<file path="config.mk">
export PLATFORM = sky130hd
export DESIGN_NAME = code_ser_tx
export DESIGN_NICKNAME = d
export VERILOG_FILES = /design/src/rtl/safe_lock_pkg.sv /design/src/rtl/code_ser_tx.sv
export SDC_FILE = /design/constraint.sdc
export NUM_CORES = 1
export LEC_CHECK = 0
export CELL_PAD_IN_SITES_DETAIL_PLACEMENT = 0
export CELL_PAD_IN_SITES_GLOBAL_PLACEMENT = 1
export CORE_AREA = 3 3 47 49
export CTS_BUF_LIST = sky130_fd_sc_hd__clkbuf_4 sky130_fd_sc_hd__clkbuf_8
export DETAILED_ROUTE_END_ITERATION = 12
export DIE_AREA = 0 0 50 52
export PLACE_DENSITY_LB_ADDON = 0.3
export RECOVER_POWER = 100
export SYNTH_ARGS = -nofsm -noshare
export SYNTH_HDL_FRONTEND = slang
export SYNTH_SLANG_ARGS = --single-unit
</file>
<file path="constraint.sdc">
create_clock -name clk -period 1.1 [get_ports clk]
set_input_delay 0.22 -clock clk [delete_from_list [all_inputs] [get_ports clk]]
set_output_delay 0.22 -clock clk [all_outputs]
set_load 0.01 [all_outputs]
</file>
<file path="src/rtl/safe_lock_pkg.sv">
// Shared definitions for the code serializer: FSM state encoding and default code width.
package safe_lock_pkg;

    // Transmit FSM states
    typedef enum logic [1:0] {
        IDLE = 2'd0,
        SEND = 2'd1,
        GAP  = 2'd2,
        DONE = 2'd3
    } tx_state_t;

    // Default number of code bits per transfer
    localparam int unsigned CODE_W_DEF = 4;

    // Number of bits actually shifted out for a given code width
    function automatic int unsigned tx_bits(input int unsigned code_w, input bit parity_en);
        return parity_en ? code_w + 1 : code_w;
    endfunction

endpackage

</file>
<file path="src/rtl/code_ser_tx.sv">
// Parallel-to-serial code transmitter, MSB first, with an optional idle gap between bits.
// Optional feature: define CODE_SER_TX_PARITY_EN to append an even-parity bit after the code.
module code_ser_tx
    import safe_lock_pkg::*;
#(
    parameter int unsigned CODE_W  = CODE_W_DEF,
    parameter int unsigned GAP_CYC = 1
) (
    input  logic              clk,
    input  logic              rstn,
    input  logic [CODE_W-1:0] code_in,
    input  logic              code_valid,
    output logic              code_ready,
    input  logic              abort,
    output logic              ser_val,
    output logic              ser_data,
    output logic              busy,
    output logic              done
);

`ifdef CODE_SER_TX_PARITY_EN
    localparam int unsigned SH_W = tx_bits(CODE_W, 1'b1);
`else
    localparam int unsigned SH_W = tx_bits(CODE_W, 1'b0);
`endif
    // Counter holds up to CODE_W+1 without wrapping
    localparam int unsigned CNT_W = $clog2(CODE_W + 2);
    localparam int unsigned GAP_W = (GAP_CYC > 0) ? $clog2(GAP_CYC + 1) : 1;

    localparam logic [CNT_W-1:0] CNT_LOAD = CNT_W'(SH_W);
    localparam logic [CNT_W-1:0] CNT_LAST = CNT_W'(1);
    // Gap counter counts down to zero, so it loads one less than the gap length
    localparam logic [GAP_W-1:0] GAP_LOAD = (GAP_CYC > 0) ? GAP_W'(GAP_CYC - 1) : '0;

    tx_state_t        r_state;
    tx_state_t        w_state_d;
    logic [SH_W-1:0]  r_shift;
    logic [SH_W-1:0]  w_shift_d;
    logic [CNT_W-1:0] r_cnt;
    logic [CNT_W-1:0] w_cnt_d;
    logic [GAP_W-1:0] r_gap;
    logic [GAP_W-1:0] w_gap_d;
    logic [SH_W-1:0]  w_load;
    logic             w_accept;

    logic             r_ser_val;
    logic             r_ser_data;
    logic             r_busy;
    logic             r_done;

`ifdef CODE_SER_TX_PARITY_EN
    // Even parity: the appended bit makes the total count of ones even
    assign w_load = {code_in, ^code_in};
`else
    assign w_load = code_in;
`endif

    assign code_ready = (r_state == IDLE) && !abort;
    assign w_accept   = code_valid && code_ready;

    // Next-state, shifter and counter logic
    always_comb begin
        w_state_d = r_state;
        w_shift_d = r_shift;
        w_cnt_d   = r_cnt;
        w_gap_d   = r_gap;

        unique case (r_state)
            IDLE: begin
                if (w_accept) begin
                    w_state_d = SEND;
                    w_shift_d = w_load;
                    w_cnt_d   = CNT_LOAD;
                end
            end
            SEND: begin
                w_shift_d = r_shift << 1;
                w_cnt_d   = r_cnt - 1'b1;
                if (r_cnt == CNT_LAST) begin
                    w_state_d = DONE;
                end else if (GAP_CYC == 0) begin
                    w_state_d = SEND;
                end else begin
                    w_state_d = GAP;
                    w_gap_d   = GAP_LOAD;
                end
            end
            GAP: begin
                if (r_gap == '0) begin
                    w_state_d = SEND;
                end else begin
                    w_gap_d = r_gap - 1'b1;
                end
            end
            DONE: begin
                w_state_d = IDLE;
            end
            default: begin
                w_state_d = IDLE;
            end
        endcase

        // Abort drops the partial code; in DONE it changes nothing since IDLE is next anyway
        if (abort && (r_state != IDLE)) begin
            w_state_d = IDLE;
            w_shift_d = '0;
            w_cnt_d   = '0;
            w_gap_d   = '0;
        end
    end

    // State, shifter and counter registers
    always_ff @(posedge clk or negedge rstn) begin
        if (!rstn) begin
            r_state <= IDLE;
            r_shift <= '0;
            r_cnt   <= '0;
            r_gap   <= '0;
        end else begin
            r_state <= w_state_d;
            r_shift <= w_shift_d;
            r_cnt   <= w_cnt_d;
            r_gap   <= w_gap_d;
        end
    end

    // Registered outputs derived from the state being entered; the bit sent is the MSB
    // of the shifter value that SEND will hold
    always_ff @(posedge clk or negedge rstn) begin
        if (!rstn) begin
            r_ser_val  <= 1'b0;
            r_ser_data <= 1'b0;
            r_busy     <= 1'b0;
            r_done     <= 1'b0;
        end else begin
            r_ser_val  <= (w_state_d == SEND);
            r_ser_data <= (w_state_d == SEND) && w_shift_d[SH_W-1];
            r_busy     <= (w_state_d != IDLE);
            r_done     <= (w_state_d == DONE);
        end
    end

    assign ser_val  = r_ser_val;
    assign ser_data = r_ser_data;
    assign busy     = r_busy;
    assign done     = r_done;

endmodule

</file>
Word-level counts from Yosys, hierarchy flattened
Cells that the tools add are included.
{"block": "totals", "memories": 0, "inputBits": 8, "latch_bits": 0, "reg_bits": 14, "ram_bits": 0, "elab_cells": 46, "mem_bits_ro": 0, "output_inout_bits": 5}
{"block": "classes", "n_bitwise": 0, "n_reduce_logical": 12, "order_cmp": 0, "n_shift": 0, "div_mod_pow": 0, "n_eq_ne": 8, "n_mul": 0, "n_mux": 15, "addsub": 2}
{"op": "4-bit 2-to-1 mux", "n": 2}
{"op": "2-bit case mux with 4 select lines", "n": 1}
{"op": "4-bit case mux with 2 select lines", "n": 1}
{"op": "2-bit == test, second input constant", "n": 3}
{"op": "2-bit 2-to-1 mux", "n": 3}
{"op": "3-bit 2-to-1 mux", "n": 2}
{"op": "3-bit case mux with 2 select lines", "n": 1}
{"op": "3-bit nonzero test", "n": 2}
{"op": "2-bit by 1-bit == test with 1-bit output, second input constant", "n": 2}
{"op": "1-bit logical AND", "n": 4}
{"op": "1-bit 2-to-1 mux", "n": 4}
{"op": "2-bit AND reduction", "n": 2}
{"op": "2-bit nonzero test", "n": 2}
{"op": "3-bit by 1-bit == test with 1-bit output, second input constant", "n": 1}
{"op": "3-bit by 2-bit inequality test with 1-bit output, second input constant", "n": 1}
{"op": "3-bit inequality test, second input constant", "n": 1}
{"op": "3-bit by 1-bit subtractor with 3-bit output, second input constant", "n": 1}
{"op": "2-bit zero test", "n": 1}
{"op": "1-bit case mux with 2 select lines", "n": 1}
{"op": "1-bit zero test", "n": 1}
{"op": "1-bit subtractor, second input constant", "n": 1}

Logic depth before layout (Yosys ltp)
Gate-level depths: netlist (run 1).
{"block": "depth", "ltp_word": 8, "mapped_depth": 5, "ltp_nobuf": 5}

Worst setup path after synthesis (run 1)
Ideal clock, no wire load.
{"block": "synth_timing", "path_kind": "reg-to-reg", "from": "register r_state[0]", "to": "register r_cnt[1]", "path_stages_with_launch": 4, "slack_ns": -0.019, "arrival_ns": 1.036, "n_path_buf": 1, "t_required_ns": 1.018, "cell_sequence": "dfrtp_1 > buf_2 > o32a_1 > o22ai_1"}
{"block": "synth_via", "elab_chain_len": 5}
{"item": "start: declaration", "line": "code_ser_tx.sv:35", "text": "tx_state_t r_state;"}
{"item": "start signal: assignment", "line": "code_ser_tx.sv:120", "text": "r_state <= w_state_d;"}
{"item": "2-bit zero test", "line": "code_ser_tx.sv:58, code_ser_tx.sv:68"}
{"item": "1-bit logical AND", "line": "code_ser_tx.sv:58", "text": "assign code_ready = (r_state == IDLE) && !abort;"}
{"item": "1-bit logical AND", "line": "code_ser_tx.sv:59", "text": "assign w_accept = code_valid && code_ready;"}
{"item": "3-bit by 2-bit inequality test with 1-bit output (no source line)"}
{"item": "2-bit AND reduction (no source line)"}
{"item": "end signal: assignment", "line": "code_ser_tx.sv:122", "text": "r_cnt <= w_cnt_d;"}
{"item": "end: declaration", "line": "code_ser_tx.sv:39", "text": "logic [CNT_W-1:0] r_cnt;"}
Several ways; a longest one is shown, not always the timed one.
A chain may end at the register's enable or synchronous reset.

Final worst setup path (run 1)
{"block": "layout_timing", "from": "register r_state[0]", "to": "register r_cnt[0]"}
The elaborated chain is that of the path after synthesis.

==> run summary, run 1 <==
Clock Latency Late Sink - 280 ps
routability cong. - 0.6964
Ant. Diodes - 0
violated checks - negative setup slack
Worst-path clk slew - 80 ps
drt via density - 4.726
Die W - 50 um
die area - 2600 um^2
CTS tree - built
Seq cells post-synth - 13
synth-to-layout area growth - 50.20%
setup TNS - -771.3 ps
# IOs - 13
Max Cap Viol - 0
Root Buffer - clkbuf_4
Seq pwr share - 0.478
number of hold buffers added after CTS - 0
commonest cells after routing, fill and taps aside - dfrtp_1 (13), buf_4 (10)
Final setup viols - 10
Min-Delay Path Class - primary input to flip-flop
syn_area_per_cell - 10.64 um^2
Tightest Pin Transition - 715.9 ps
worst hold slack - 329.6 ps
Routed WL - 1469 um
crit path launch type - flip-flop
worst reg-to-reg path cell count - 4
Netlist cell types - 27
cell row count - 16
CTS sink cnt - 13
Design Power - 1.200 mW
Final Hold Viols - 0
hold depth - 2
largest net degree at the start of global routing - 14
# DRC - 0
Gate power share - 0.270
GR Overflow Total - 0
antenna violations before repair - 0
share of the synthesized area in the top cell type - 0.5098
first-pass GRT wire length - 2539 um
I/O Buffers - 12
kind of critical path - flip-flop to flip-flop
Worst Path Required - 1270 ps
final critical-path required period - 1235 ps
clock share of power - 0.252
f_max - 809.8 MHz
dominant cell type by area after synthesis - dfrtp_1
Util after Layout - 0.5039
Switch Pwr - 0.3454 mW
top cells by area, synth - dfrtp_1 (51%), a22o_1 (6.9%), ha_1 (3.9%)
total CTS buffers - 3
RSZ-0062 raised after global routing - yes
vias - 553
Tcrit/Tclk final - 1.123
Tot GR Track Use - 0.1350
Switching Share - 0.2879
crit end category - flip-flop
Final ANT Viol Nets - 0
status - finished with violations
Slew HR - 0.5227
Final nets - 101
Die Y - 52 um
initial DRC count - 11
placed insts - 104
syn_nets - 70
LEAKAGE - 0.4591 nW
layout cells sized above 1 - 0.3667
Clock Path Buffers - 2
Final WS setup - -134.8 ps
pre-CTS WS - -555.8 ps
cell area after synthesis - 638.1 um^2
initial core utilization - 0.3355
Arr. time, crit path - 1400 ps
Mapped Cells - 60
HPWL after DPL - 939.2 um
Post-DP Area - 837.1 um^2
Worst Skew - 0.4483 ps
commonest non-fill, non-tap cell in the layout - dfrtp_1
Internal - 0.8543 mW
vias in the first global route - 570
VDD IR max - 0.0008053 V
final non-filler cell total - 117
design area - 958.4 um^2
routed len/inst - 12.56 um
register area share after synthesis - 0.5098
Synth Warn # - 0
drt pass-1 iters - 2
CORE AREA - 1902 um^2
CTS H-tree lvls - 1
Crit Path Max Fanout - 5
Power Density - 1252 nW/um^2
Slew Limit Fails - 0
-- repair_timing --
action,in CTS,in global routing
endpoints found under the setup margin,15,17
cloned,2,0
setup buffers,6,1
gates resized for setup,30,8
pin swaps,4,4
-- synthesized netlist by cell type --
cell       count
dfrtp_1       13
a22o_1         5
nand2_1        5
nor2_1         4
buf_2          3
inv_1          3
nand2b_1       3
ha_1           2
nand3b_1       2
nor3_1         2
o21ai_0        2
a21o_1         1
a32oi_1        1
and2b_1        1
inv_2          1
mux2_1         1
nand3_1        1
nand4b_1       1
nand4bb_1      1
nor2b_1        1
o21a_1         1
o21ai_1        1
o21bai_1       1
o22ai_1        1
o31ai_2        1
o32a_1         1
or3b_4         1
-- per-layer routing --
layer	vias to the layer above	GRT usage	wire [um]
met2	12	0.2043	660
met3	4	0.06304	82
li1	275	-	-
met1	262	0.1584	698
met5	-	0	0
met4	0	0.06912	27
-- kinds of logic after synthesis --
logic type,Yosys count,share of synthesized area
and+or+nand+nor,22,0.2000
AOI/OAI and AO/OA,15,0.1863
DFF,13,0.5098
buffers and inverters,7,0.04705
adders and majority gates,2,0.03921
muxes,1,0.01765
-- layout make-up --
class | instances | area (um^2)
inverter | 4 | 17.52
tap | 27 | 33.78
fill | 190 | 943.4
multi-input combinational | 40 | 324.1
clock buffer | 3 | 22.52
timing repair buffer | 29 | 230.2
clock inverter | 1 | 5.005
sequential | 13 | 325.3
-- power by group through the flow --
stage | combinational, mW | sequential (mW) | clock [mW]
after floorplan | 0.154 | 0.580 | 0
after global placement | 0.273 | 0.578 | 0
after detailed placement | 0.276 | 0.578 | 0
after CTS | 0.319 | 0.572 | 0.313
after global routing | 0.358 | 0.580 | 0.342
final | 0.324 | 0.574 | 0.302
-- flip-flops by register name, indices dropped and copies added (netlist names) --
signal,flops
busy,1
ser_data,1
r_state,2
r_shift,4
done,1
ser_val,1
r_cnt,3
-- final timing paths --
check	from	to	slack (ps)
worst max-delay path	r_state[0]$_DFF_PN0_	r_cnt[0]$_DFFE_PN0P_	-130
worst min-delay path	abort	r_shift[0]$_DFFE_PN0P_	330
worst max register to register	r_state[0]$_DFF_PN0_	r_cnt[0]$_DFFE_PN0P_	-130
worst min register to register	r_shift[3]$_DFF_PN0_	r_shift[3]$_DFF_PN0_	510
max in group asynchronous	rstn	r_shift[1]$_DFFE_PN0P_	220
min in group asynchronous	rstn	r_shift[2]$_DFFE_PN0P_	430
-- critical path, cell delays in order (launching register included) --
cell and delay (ps):
dfrtp_1 430, buf_6 150, or3b_4 250, inv_4 30
mux2_4 260
No activity file was read; power rests on OpenSTA's default activity.
==> run 2, diff against run 1 <==
--- a/config.mk
+++ b/config.mk
@@ -9,10 +9,12 @@
 export CELL_PAD_IN_SITES_GLOBAL_PLACEMENT = 1
 export CORE_AREA = 3 3 47 49
 export CTS_BUF_LIST = sky130_fd_sc_hd__clkbuf_4 sky130_fd_sc_hd__clkbuf_8
+export CTS_CLUSTER_SIZE = 8
 export DETAILED_ROUTE_END_ITERATION = 12
 export DIE_AREA = 0 0 50 52
 export PLACE_DENSITY_LB_ADDON = 0.3
 export RECOVER_POWER = 100
+export SLEW_MARGIN = 20
 export SYNTH_ARGS = -nofsm -noshare
 export SYNTH_HDL_FRONTEND = slang
 export SYNTH_SLANG_ARGS = --single-unit
==> results of run 2 <==
No change in the layout: final DEF, timing and power equal those of run 1.
